## config.mk

```make
export PLATFORM = sky130hd
export DESIGN_NAME = neuron_layer_driver
export DESIGN_NICKNAME = d
export VERILOG_FILES = /design/src/rtl/neuron_layer_driver.sv
export SDC_FILE = /design/constraint.sdc
export NUM_CORES = 1
export LEC_CHECK = 0
export BUFFER_PORTS_ARGS = -buffer_cell sky130_fd_sc_hd__buf_2
export CORE_MARGIN = 8
export CORE_UTILIZATION = 40
export CTS_BUF_LIST = sky130_fd_sc_hd__clkbuf_4
export CTS_CLUSTER_DIAMETER = 100
export DETAILED_ROUTE_END_ITERATION = 6
export GPL_ROUTABILITY_DRIVEN = 0
export HOLD_SLACK_MARGIN = 0.15
export PLACE_DENSITY_LB_ADDON = 0.05
export SYNTH_ARGS = -nofsm -noshare
export SYNTH_HDL_FRONTEND = slang
export SYNTH_SLANG_ARGS = --single-unit
```

## constraint.sdc

```tcl
create_clock -name clk -period 12.84 [get_ports clk]
set_input_delay 2.568 -clock clk [delete_from_list [all_inputs] [get_ports clk]]
set_output_delay 2.568 -clock clk [all_outputs]
set_load 0.05 [all_outputs]
```

## src/rtl/neuron_layer_driver.sv

```systemverilog
`default_nettype none
// ============================================================================
// Module   : neuron_layer_driver
// Purpose  : Sequences one layer through a single serial neuron. Latches a
//            layer command and an activation vector, fetches one weight row
//            per output neuron, drives the three neuron input channels, and
//            gathers each returned sum/overflow into the layer result.
// Revision : 1.0 - initial release
// ============================================================================
module neuron_layer_driver #(
  parameter int NEURON_NUM          = 5,
  parameter int OUTPUT_NUM          = 4,
  parameter int NEURON_OUTPUT_WIDTH = 10,
  parameter int ACTIVATION_WIDTH    = 9,
  parameter int WEIGHT_CELL_WIDTH   = 16
) (
  input  logic                                      clk,
  input  logic                                      rst,
  input  logic [$clog2(NEURON_NUM):0]               cmd_input_count,
  input  logic [$clog2(OUTPUT_NUM):0]               cmd_output_count,
  input  logic                                      cmd_valid,
  output logic                                      cmd_ready,
  input  logic [NEURON_NUM*ACTIVATION_WIDTH-1:0]    activations,
  input  logic                                      activations_valid,
  output logic                                      activations_ready,
  output logic [$clog2(OUTPUT_NUM):0]               weight_addr,
  output logic                                      weight_addr_valid,
  input  logic                                      weight_addr_ready,
  input  logic [NEURON_NUM*WEIGHT_CELL_WIDTH-1:0]   weight_row,
  input  logic                                      weight_row_valid,
  output logic                                      weight_row_ready,
  output logic [$clog2(NEURON_NUM):0]               neuron_input_number,
  output logic                                      neuron_input_number_valid,
  input  logic                                      neuron_input_number_ready,
  output logic [NEURON_NUM*ACTIVATION_WIDTH-1:0]    neuron_inputs,
  output logic                                      neuron_inputs_valid,
  input  logic                                      neuron_inputs_ready,
  output logic [NEURON_NUM*WEIGHT_CELL_WIDTH-1:0]   neuron_weights,
  output logic                                      neuron_weights_valid,
  input  logic                                      neuron_weights_ready,
  input  logic [NEURON_OUTPUT_WIDTH-1:0]            neuron_sum,
  input  logic                                      neuron_overflow,
  input  logic                                      neuron_sum_valid,
  output logic                                      neuron_sum_ready,
  output logic [OUTPUT_NUM*NEURON_OUTPUT_WIDTH-1:0] layer_outputs,
  output logic [OUTPUT_NUM-1:0]                     layer_overflow,
  output logic                                      layer_valid,
  input  logic                                      layer_ready
);

  localparam int IN_CNT_W  = $clog2(NEURON_NUM) + 1;
  localparam int OUT_CNT_W = $clog2(OUTPUT_NUM) + 1;
  localparam logic [IN_CNT_W-1:0]  IN_MAX  = IN_CNT_W'(NEURON_NUM);
  localparam logic [OUT_CNT_W-1:0] OUT_MAX = OUT_CNT_W'(OUTPUT_NUM);
  localparam logic [OUT_CNT_W-1:0] ROW_ONE = OUT_CNT_W'(1);

  typedef enum logic [2:0] {
    S_IDLE  = 3'd0,
    S_FETCH = 3'd1,
    S_LOAD  = 3'd2,
    S_SEND  = 3'd3,
    S_WAIT  = 3'd4,
    S_DONE  = 3'd5
  } state_t;

  state_t state, state_nxt;

  logic                                      cmd_got, act_got;
  logic [IN_CNT_W-1:0]                       in_cnt;
  logic [OUT_CNT_W-1:0]                      out_cnt;
  logic [OUT_CNT_W-1:0]                      row;
  logic [NEURON_NUM*ACTIVATION_WIDTH-1:0]    act_buf;
  logic [NEURON_NUM*WEIGHT_CELL_WIDTH-1:0]   weight_buf;
  logic [2:0]                                sent;   // {weights, inputs, number}
  logic [OUTPUT_NUM*NEURON_OUTPUT_WIDTH-1:0] result_buf;
  logic [OUTPUT_NUM-1:0]                     overflow_buf;

  logic                 cmd_fire, act_fire, addr_fire, row_fire, sum_fire, layer_fire;
  logic [2:0]           chan_fire;
  logic                 all_sent, last_row;
  logic [IN_CNT_W-1:0]  in_cnt_clamped, in_cnt_cur;
  logic [OUT_CNT_W-1:0] out_cnt_clamped, out_cnt_cur;

  // Handshake outputs are pure decodes of state and flags, so they are glitch-free of inputs.
  assign cmd_ready                 = (state == S_IDLE) && !cmd_got;
  assign activations_ready         = (state == S_IDLE) && !act_got;
  assign weight_addr               = row;
  assign weight_addr_valid         = (state == S_FETCH);
  assign weight_row_ready          = (state == S_LOAD);
  assign neuron_input_number       = in_cnt;
  assign neuron_input_number_valid = (state == S_SEND) && !sent[0];
  assign neuron_inputs             = act_buf;
  assign neuron_inputs_valid       = (state == S_SEND) && !sent[1];
  assign neuron_weights            = weight_buf;
  assign neuron_weights_valid      = (state == S_SEND) && !sent[2];
  assign neuron_sum_ready          = (state == S_WAIT);
  assign layer_outputs             = result_buf;
  assign layer_overflow            = overflow_buf;
  assign layer_valid               = (state == S_DONE);

  assign cmd_fire   = cmd_valid & cmd_ready;
  assign act_fire   = activations_valid & activations_ready;
  assign addr_fire  = weight_addr_valid & weight_addr_ready;
  assign row_fire   = weight_row_valid & weight_row_ready;
  assign sum_fire   = neuron_sum_valid & neuron_sum_ready;
  assign layer_fire = layer_valid & layer_ready;
  assign chan_fire  = {neuron_weights_valid & neuron_weights_ready,
                       neuron_inputs_valid & neuron_inputs_ready,
                       neuron_input_number_valid & neuron_input_number_ready};
  assign all_sent   = &(sent | chan_fire);

  // A command landing this very cycle must already steer the IDLE exit decision.
  assign in_cnt_clamped  = (cmd_input_count > IN_MAX) ? IN_MAX : cmd_input_count;
  assign out_cnt_clamped = (cmd_output_count > OUT_MAX) ? OUT_MAX : cmd_output_count;
  assign in_cnt_cur      = cmd_fire ? in_cnt_clamped : in_cnt;
  assign out_cnt_cur     = cmd_fire ? out_cnt_clamped : out_cnt;
  assign last_row        = (row == out_cnt - ROW_ONE);

  // State register.
  always_ff @(posedge clk or posedge rst) begin
    if (rst) state <= S_IDLE;
    else     state <= state_nxt;
  end

  // Next-state decode.
  always_comb begin
    state_nxt = state;
    case (state)
      S_IDLE:  if ((cmd_got || cmd_fire) && (act_got || act_fire))
                 state_nxt = ((in_cnt_cur == '0) || (out_cnt_cur == '0)) ? S_DONE : S_FETCH;
      S_FETCH: if (addr_fire) state_nxt = S_LOAD;
      S_LOAD:  if (row_fire)  state_nxt = S_SEND;
      S_SEND:  if (all_sent)  state_nxt = S_WAIT;
      S_WAIT:  if (sum_fire)  state_nxt = last_row ? S_DONE : S_FETCH;
      S_DONE:  if (layer_ready) state_nxt = S_IDLE;
      default: state_nxt = S_IDLE;
    endcase
  end

  // Datapath: input latches, weight buffer, channel flags, row counter and results.
  always_ff @(posedge clk or posedge rst) begin
    if (rst) begin
      cmd_got      <= 1'b0;
      act_got      <= 1'b0;
      in_cnt       <= '0;
      out_cnt      <= '0;
      row          <= '0;
      act_buf      <= '0;
      weight_buf   <= '0;
      sent         <= '0;
      result_buf   <= '0;
      overflow_buf <= '0;
    end else if (layer_fire) begin
      cmd_got      <= 1'b0;
      act_got      <= 1'b0;
      in_cnt       <= '0;
      out_cnt      <= '0;
      row          <= '0;
      act_buf      <= '0;
      weight_buf   <= '0;
      sent         <= '0;
      result_buf   <= '0;
      overflow_buf <= '0;
    end else begin
      if (cmd_fire) begin
        cmd_got <= 1'b1;
        in_cnt  <= in_cnt_clamped;
        out_cnt <= out_cnt_clamped;
      end
      if (act_fire) begin
        act_got <= 1'b1;
        act_buf <= activations;
      end
      if (row_fire) weight_buf <= weight_row;
      if (state == S_SEND) sent <= all_sent ? 3'b000 : (sent | chan_fire);
      if (sum_fire) begin
        for (int i = 0; i < OUTPUT_NUM; i++) begin
          if (row == OUT_CNT_W'(i)) begin
            result_buf[i*NEURON_OUTPUT_WIDTH +: NEURON_OUTPUT_WIDTH] <= neuron_sum;
            overflow_buf[i] <= neuron_overflow;
          end
        end
        if (!last_row) row <= row + ROW_ONE;
      end
    end
  end

endmodule
`default_nettype wire

```

==> run_results.csv, run 1 <==
group,metric,value,unit
outcome,run_status,"finished, final reports clean",
layout,finalNetCount,1164,
critical_path,critPathCaptureType,"output port",
logic_synthesis,yosys.cell_types.count,39,
route,ant_nets,0,
global_route,antenna_found_initial,4,
global_route,gr-usage-all-layers,19.90,%
power,leakagePower,5.276,nW
hold_path,hold_class,"reg2reg",
logic_synthesis,synth_warnings,0,
global_route,use_met2,32.30,%
route,drc,0,
sta,clock_skew,0.03419,ns
floorplan,die_y,153.7,um
logic_synthesis,yosys-top-cells-area,"dfrtp_1 62%, a22o_1 9.2%, nand2_1 6.8%",
global_route,grt_overflow_total,0,
sta,tns,0,ns
layout,post-route-util,51.75,%
floorplan,die-area,23620,um2
logic_synthesis,synthCells,693,
critical_path,rrSetupSlack,10.45,ns
job,cap_violations,0,
logic_synthesis,synth_area,7585,um2
global_route,grt_pass1_vias,6320,
route,dr.pass1.iters,5,
power,power.ir.vdd_worst,0.1301,mV
critical_path,cp-start-kind,"register",
global_route,grtUsageMet1,24.72,%
floorplan,coreArea,18640,um2
clock_network,cts_setup_buffers,0,
clock_network,cts_buffer_depth,2,
placed_design,hpwl,17.34,mm
global_route,top_usage_layer,"met2",
floorplan,num_rows,50,
clock_network,clk_pin_slew,0.13,ns
placed_design,port_buffers,338,
floorplan,io_pins,339,
critical_path,slowest_stage,"dfrtp_1",
global_route,use_met3,7.399,%
layout,final_layout_size_suffix_gt1_share,38.19,%
sta,setup_viol_count_final,0,
power,p_total,2.776,mW
global_route,grt_max_degree,117,
critical_path,critical_path_class,"reg2out",
sta,fin_crit_sh,35.48,%
clock_network,cts_tree,"yes",
critical_path,path_max_fanout,15,
placed_design,dpl.cell_count,1219,
global_route,grt_pass1_wl,37.15,mm
route,avgViaCountPerCell,5.049,
critical_path,worstPathRequired,10.27,ns
route,dr_total_vias,6326,
clock_network,clkSinkCount,187,
logic_synthesis,synth_nets,853,
clock_network,htree_levels,4,
sta,final.min_clock_period,4.555,ns
sta,worst_slack,8.285,ns
critical_path,worstPathArrival,1.99,ns
layout,synthToLayoutAreaGrowth,27.19,%
clock_network,root_buffer,"clkbuf_4",
sta,max_slew_margin,37.72,%
route,wl_per_cell,19.31,um
placed_design,preCtsSetupSlack,8.466,ns
critical_path,slowest_delay,0.68,ns
logic_synthesis,ys_ff_latch,187,
sta,slew_violations,0,
logic_synthesis,avgSynthCellArea,10.94,um2
route,wl,24.19,mm
clock_network,holdBufCountCts,0,
sta,fmax,219.5,MHz
layout,final_cells,1253,
critical_path,cp_cell_sequence,"nor3b_2, buf_2",
logic_synthesis,ys_seq_area_share,61.70,%
logic_synthesis,synth.largest_area_cell,"dfrtp_1",
clock_network,numCtsBuffers,17,
clock_network,clk-insertion-delay-late,0.56,ns
sta,finalHoldViolCount,0,
floorplan,start_util,40.68,%
power,p_per_area,287.8,nW/um2
route,drt-initial-drc-count,415,
logic_synthesis,netlist.area_leader.share,61.70,%
sta,grt_setup_unrepaired,"false",
floorplan,die_w,153.7,um
clock_network,post_cts.resized_instances,0,
sta,worstMarginPinSlew,0.9341,ns
synth_stat cells:
cell and instances:
nor2b_1 2, xnor3_1 1, a32o_1 2, o2111ai_1 1
a21oi_1 44, and3_1 4, o22ai_1 2, a211oi_1 6
dfrtp_1 187, o21ai_1 12, clkbuf_1 11, xnor2_1 1
nand2_1 137, nor2_1 33, buf_2 25, nor3_2 2
a22o_1 80, o21bai_1 1, buf_6 7, nand3_1 36
nand3b_1 3, inv_1 8, xor2_1 2, nor2_4 1
nor3b_2 1, mux2i_1 13, nor4_1 1, nor3b_4 1
o21a_1 1, inv_2 1, o31ai_1 1, o21ai_0 38
nor2_2 2, and2_1 3, nor3_1 6, clkbuf_2 1
ha_1 6, buf_4 9, or3_4 1
stage by stage:
stage | hold WS (ns) | instance area, um2
floorplan | 0.5050 | 7585
global route | 0.5263 | 9644
finish | 0.5075 | 9647
global placement | 0.4769 | 9315
detailed placement | 0.4760 | 9315
CTS | 0.5156 | 9639
path summary, 6_finish.rpt:
path	startpoint	end	depth (start not counted)
setup / recovery	state[2]$_DFFE_PP0P_	neuron_sum_ready	2
hold / removal	neuron_weights[54]$_DFFE_PP0P_	neuron_weights[54]$_DFFE_PP0P_	1
setup reg to reg	state[2]$_DFFE_PP0P_	layer_outputs[19]$_DFFE_PP0P_	6
hold reg to reg	neuron_weights[54]$_DFFE_PP0P_	neuron_weights[54]$_DFFE_PP0P_	1
max in group asynchronous	rst	layer_outputs[24]$_DFFE_PP0P_	3
min in group asynchronous	rst	neuron_weights[2]$_DFFE_PP0P_	2
worst max-delay path: cells and delay by family, from the launching register on:
family                 cells  cell delay (ns)
AND/OR/NAND/NOR            1             0.44
flip-flops                 1             0.68
buffers and inverters      1             0.34
cell usage in the layout, fill, tap and decap left out, drive strengths merged:
| cell type | Yosys | routed |
|---|---|---|
| mux2i | 13 | 13 |
| ha | 6 | 6 |
| nor3b | 2 | 2 |
| a22o | 80 | 80 |
| o2111ai | 1 | 1 |
| a21oi | 44 | 44 |
| a211oi | 6 | 6 |
| o21ai | 50 | 50 |
| o21bai | 1 | 1 |
| nor4 | 1 | 1 |
| diode | 0 | 3 |
| clkinv | 0 | 5 |
| or3 | 1 | 1 |
| nand3 | 36 | 36 |
| nand3b | 3 | 3 |
| xnor2 | 1 | 1 |
| xor2 | 2 | 2 |
| buf | 41 | 345 |
| dfrtp | 187 | 187 |
| and2 | 3 | 3 |
| o22ai | 2 | 2 |
| a32o | 2 | 2 |
| nor2b | 2 | 2 |
| inv | 9 | 12 |
| o31ai | 1 | 1 |
| o21a | 1 | 1 |
| nor3 | 8 | 8 |
| xnor3 | 1 | 1 |
| nor2 | 36 | 36 |
| bufinv | 0 | 4 |
| clkinvlp | 0 | 1 |
| and3 | 4 | 4 |
| clkbuf | 12 | 18 |
| nand2 | 137 | 137 |
layout make-up:
class | instances | area, um2
clock buffers | 18 | 135.1
diodes | 3 | 7.507
fillers | 1851 | 8996
multi-input cells | 444 | 2557
clock inverters | 13 | 188.9
flip-flops and latches | 187 | 4679
well taps | 234 | 292.8
inverters | 9 | 41.29
repair buffers | 345 | 1744
power breakdown:
| group | leakage (nW) | switching, mW | internal (mW) |
|---|---|---|---|
| registers | 2.45 | 0.133 | 0.804 |
| logic | 2.66 | 1.12 | 0.352 |
| clock network | 0.171 | 0.207 | 0.158 |
logic make-up after synthesis:
family / count (synthesis) / synth area share [%]
compound gates: 188 / 16.88
buf+inv: 62 / 4.635
flops: 187 / 61.70
mux: 13 / 1.716
xor+xnor: 4 / 0.6434
fa+ha+maj: 6 / 0.9897
simple gates: 233 / 13.44
flip-flops by register name, summed over array words and instances, names as in the netlist:
signal,cells
neuron_weights,80
sent,3
neuron_input_number,4
state,3
act_got,1
layer_overflow,4
layer_outputs,40
weight_addr,3
out_cnt,3
cmd_got,1
neuron_inputs,45
per-layer routing:
| layer | wire (um) | vias to the layer above |
|---|---|---|
| li1 | - | 3040 |
| met2 | 11580 | 214 |
| met4 | 342 | 4 |
| met1 | 10310 | 3049 |
| met5 | 22 | - |
| met3 | 1941 | 19 |
(Power assumes the default switching activity.)
==> run 2, diff against run 1 <==
- clock period: 12.84 -> 3.7 ns (I/O delays scaled with it)
==> run_results.csv, run 2 (synthesis results as in run 1) <==
group,metric,value,unit
job,cap_violations,0,
route,drt-initial-drc-count,340,
critical_path,worstRegToRegCells,5,
layout,fillers,1835,
critical_path,slowest_delay,0.58,ns
sta,clock_skew,0.01474,ns
floorplan,io_pins,339,
clock_network,clk-insertion-delay-late,0.55,ns
clock_network,cts_setup_buffers,0,
critical_path,critical_path_class,"reg2out",
route,drc,0,
floorplan,die-area,23620,um2
outcome,run_status,"finished, final reports clean",
clock_network,htree_levels,4,
layout,final_cells,1255,
sta,setup_viol_count_final,0,
critical_path,slowest_stage,"dfrtp_1",
clock_network,numCtsBuffers,17,
critical_path,path_buf_inv,2,
sta,grt_setup_unrepaired,"false",
critical_path,crit_family,"flip-flops",
critical_path,crit_top_cell,"nor2_1",
critical_path,cp.depth,5,
global_route,grt_overflow_total,0,
global_route,grt_max_degree,81,
route,avgViaCountPerCell,4.990,
sta,max_slew_margin,36.44,%
layout,most-common-layout-cells,"338 x buf_2, 187 x dfrtp_1, 137 x nand2_1",
critical_path,cp_cell_sequence,"inv_2, nor2_1, nand2_1, nor2_1, buf_2",
clock_network,clkSinkCount,187,
floorplan,die_y,153.7,um
route,ant_nets,0,
floorplan,start_util,40.68,%
route,dr.pass1.iters,5,
floorplan,die_w,153.7,um
sta,worstMarginPinSlew,0.9514,ns
clock_network,post_cts.resized_instances,0,
placed_design,dpl.cell_count,1222,
floorplan,num_rows,50,
sta,hold_ws,0.3713,ns
placed_design,port_buffers,338,
clock_network,root_buffer,"clkbuf_4",
sta,final.min_clock_period,2.726,ns
route,wl_met1,10.29,mm
global_route,grt_pass1_vias,6247,
sta,tns,0,ns
sta,fin_crit_sh,73.69,%
route,highest_layer,"met4",
sta,finalHoldViolCount,0,
global_route,grt_pass1_wl,37.29,mm
sta,slew_violations,0,
power,p_per_area,984.0,nW/um2
global_route,gr-usage-all-layers,20.06,%
clock_network,holdBufCountCts,0,
layout,largest_reg_flops,80,
sta,fmax,366.8,MHz
placed_design,hpwl,18.00,mm
critical_path,cp-start-kind,"register",
floorplan,coreArea,18640,um2
layout,finalNetCount,1167,
layout,post-route-util,51.90,%
power,p_total,9.521,mW
clock_network,cts_tree,"yes",
global_route,antenna_found_initial,1,
layout,final_common_cell,"buf_2",
layout,synthToLayoutAreaGrowth,27.57,%
power,power.ir.vdd_worst,0.4308,mV
route,wl,24.20,mm
critical_path,path_max_fanout,10,
clock_network,clk_pin_slew,0.15,ns
route,met3_wirelength,1.715,mm
hold_path,hold_class,"in2async",
route,dr_total_vias,6262,
critical_path,critPathCaptureType,"output port",
layout,final_layout_size_suffix_gt1_share,38.53,%
power,leakagePower,5.281,nW
clock_network,cts_buffer_depth,2,
route,wl_met2,11.92,mm
critical_path,worstPathRequired,2.96,ns
route,wl_per_cell,19.28,um
critical_path,worstPathArrival,1.99,ns
-- run 2: cell count changes in the layout (fill, tap and decap cells not counted), sizes merged --
cell      before  now
buf          345  348
clkinvlp       1    4
clkinv         5    4
bufinv         4    2
clkbuf        18   20
diode          3    1
inv           12   11
-- run 2: per-layer routing --
metal  track usage (%)  vias to the layer above
met5                 0                        -
met4             4.200                        0
met3             6.811                       16
met2             32.77                      214
met1             25.47                     2986
li1                  -                     3046
-- run 2: final cells by class --
cell class	count	area (um2)	share of cell area, %
inverters	9	37.54	0.3879
multi-input cells	444	2557	26.43
clock buffers	20	150.1	1.552
flip-flops and latches	187	4679	48.36
clock inverters	12	138.9	1.435
well taps	234	292.8	3.026
diodes	1	2.502	0.02586
repair buffers	348	1817	18.78
-- run 2: path summary, 6_finish.rpt --
kind / start / endpoint / slack, ns
min: rst / neuron_weights[49]$_DFFE_PP0P_ / 0.37
max in group asynchronous: rst / neuron_inputs[16]$_DFFE_PP0P_ / 2.53
max: state[1]$_DFFE_PP0P_ / neuron_inputs_valid / 0.97
min reg2reg: neuron_weights[47]$_DFFE_PP0P_ / neuron_weights[47]$_DFFE_PP0P_ / 0.51
min in group clk: activations[21] / neuron_inputs[21]$_DFFE_PP0P_ / 0.37
max reg2reg: state[2]$_DFFE_PP0P_ / layer_overflow[1]$_DFFE_PP0P_ / 1.17
-- run 2: power breakdown --
group / internal, mW / switching, mW / total, mW / leakage, nW
combinational: 1.24 / 3.91 / 5.15 / 2.68
sequential: 2.79 / 0.438 / 3.23 / 2.45
clock: 0.432 / 0.714 / 1.15 / 0.152
total: 4.46 / 5.06 / 9.52 / 5.28
-- run 2: metrics by stage --
| stage | instance area (um2) | worst slack (ns) |
|---|---|---|
| 6_report | 9676 | 0.9736 |
| 5_1_grt | 9676 | 0.7962 |
| 4_1_cts | 9673 | 0.9238 |
| 3_5_place_dp | 9384 | 1.207 |
| 3_3_place_gp | 9384 | 1.298 |
| 2_1_floorplan | 7589 | 0.5535 |
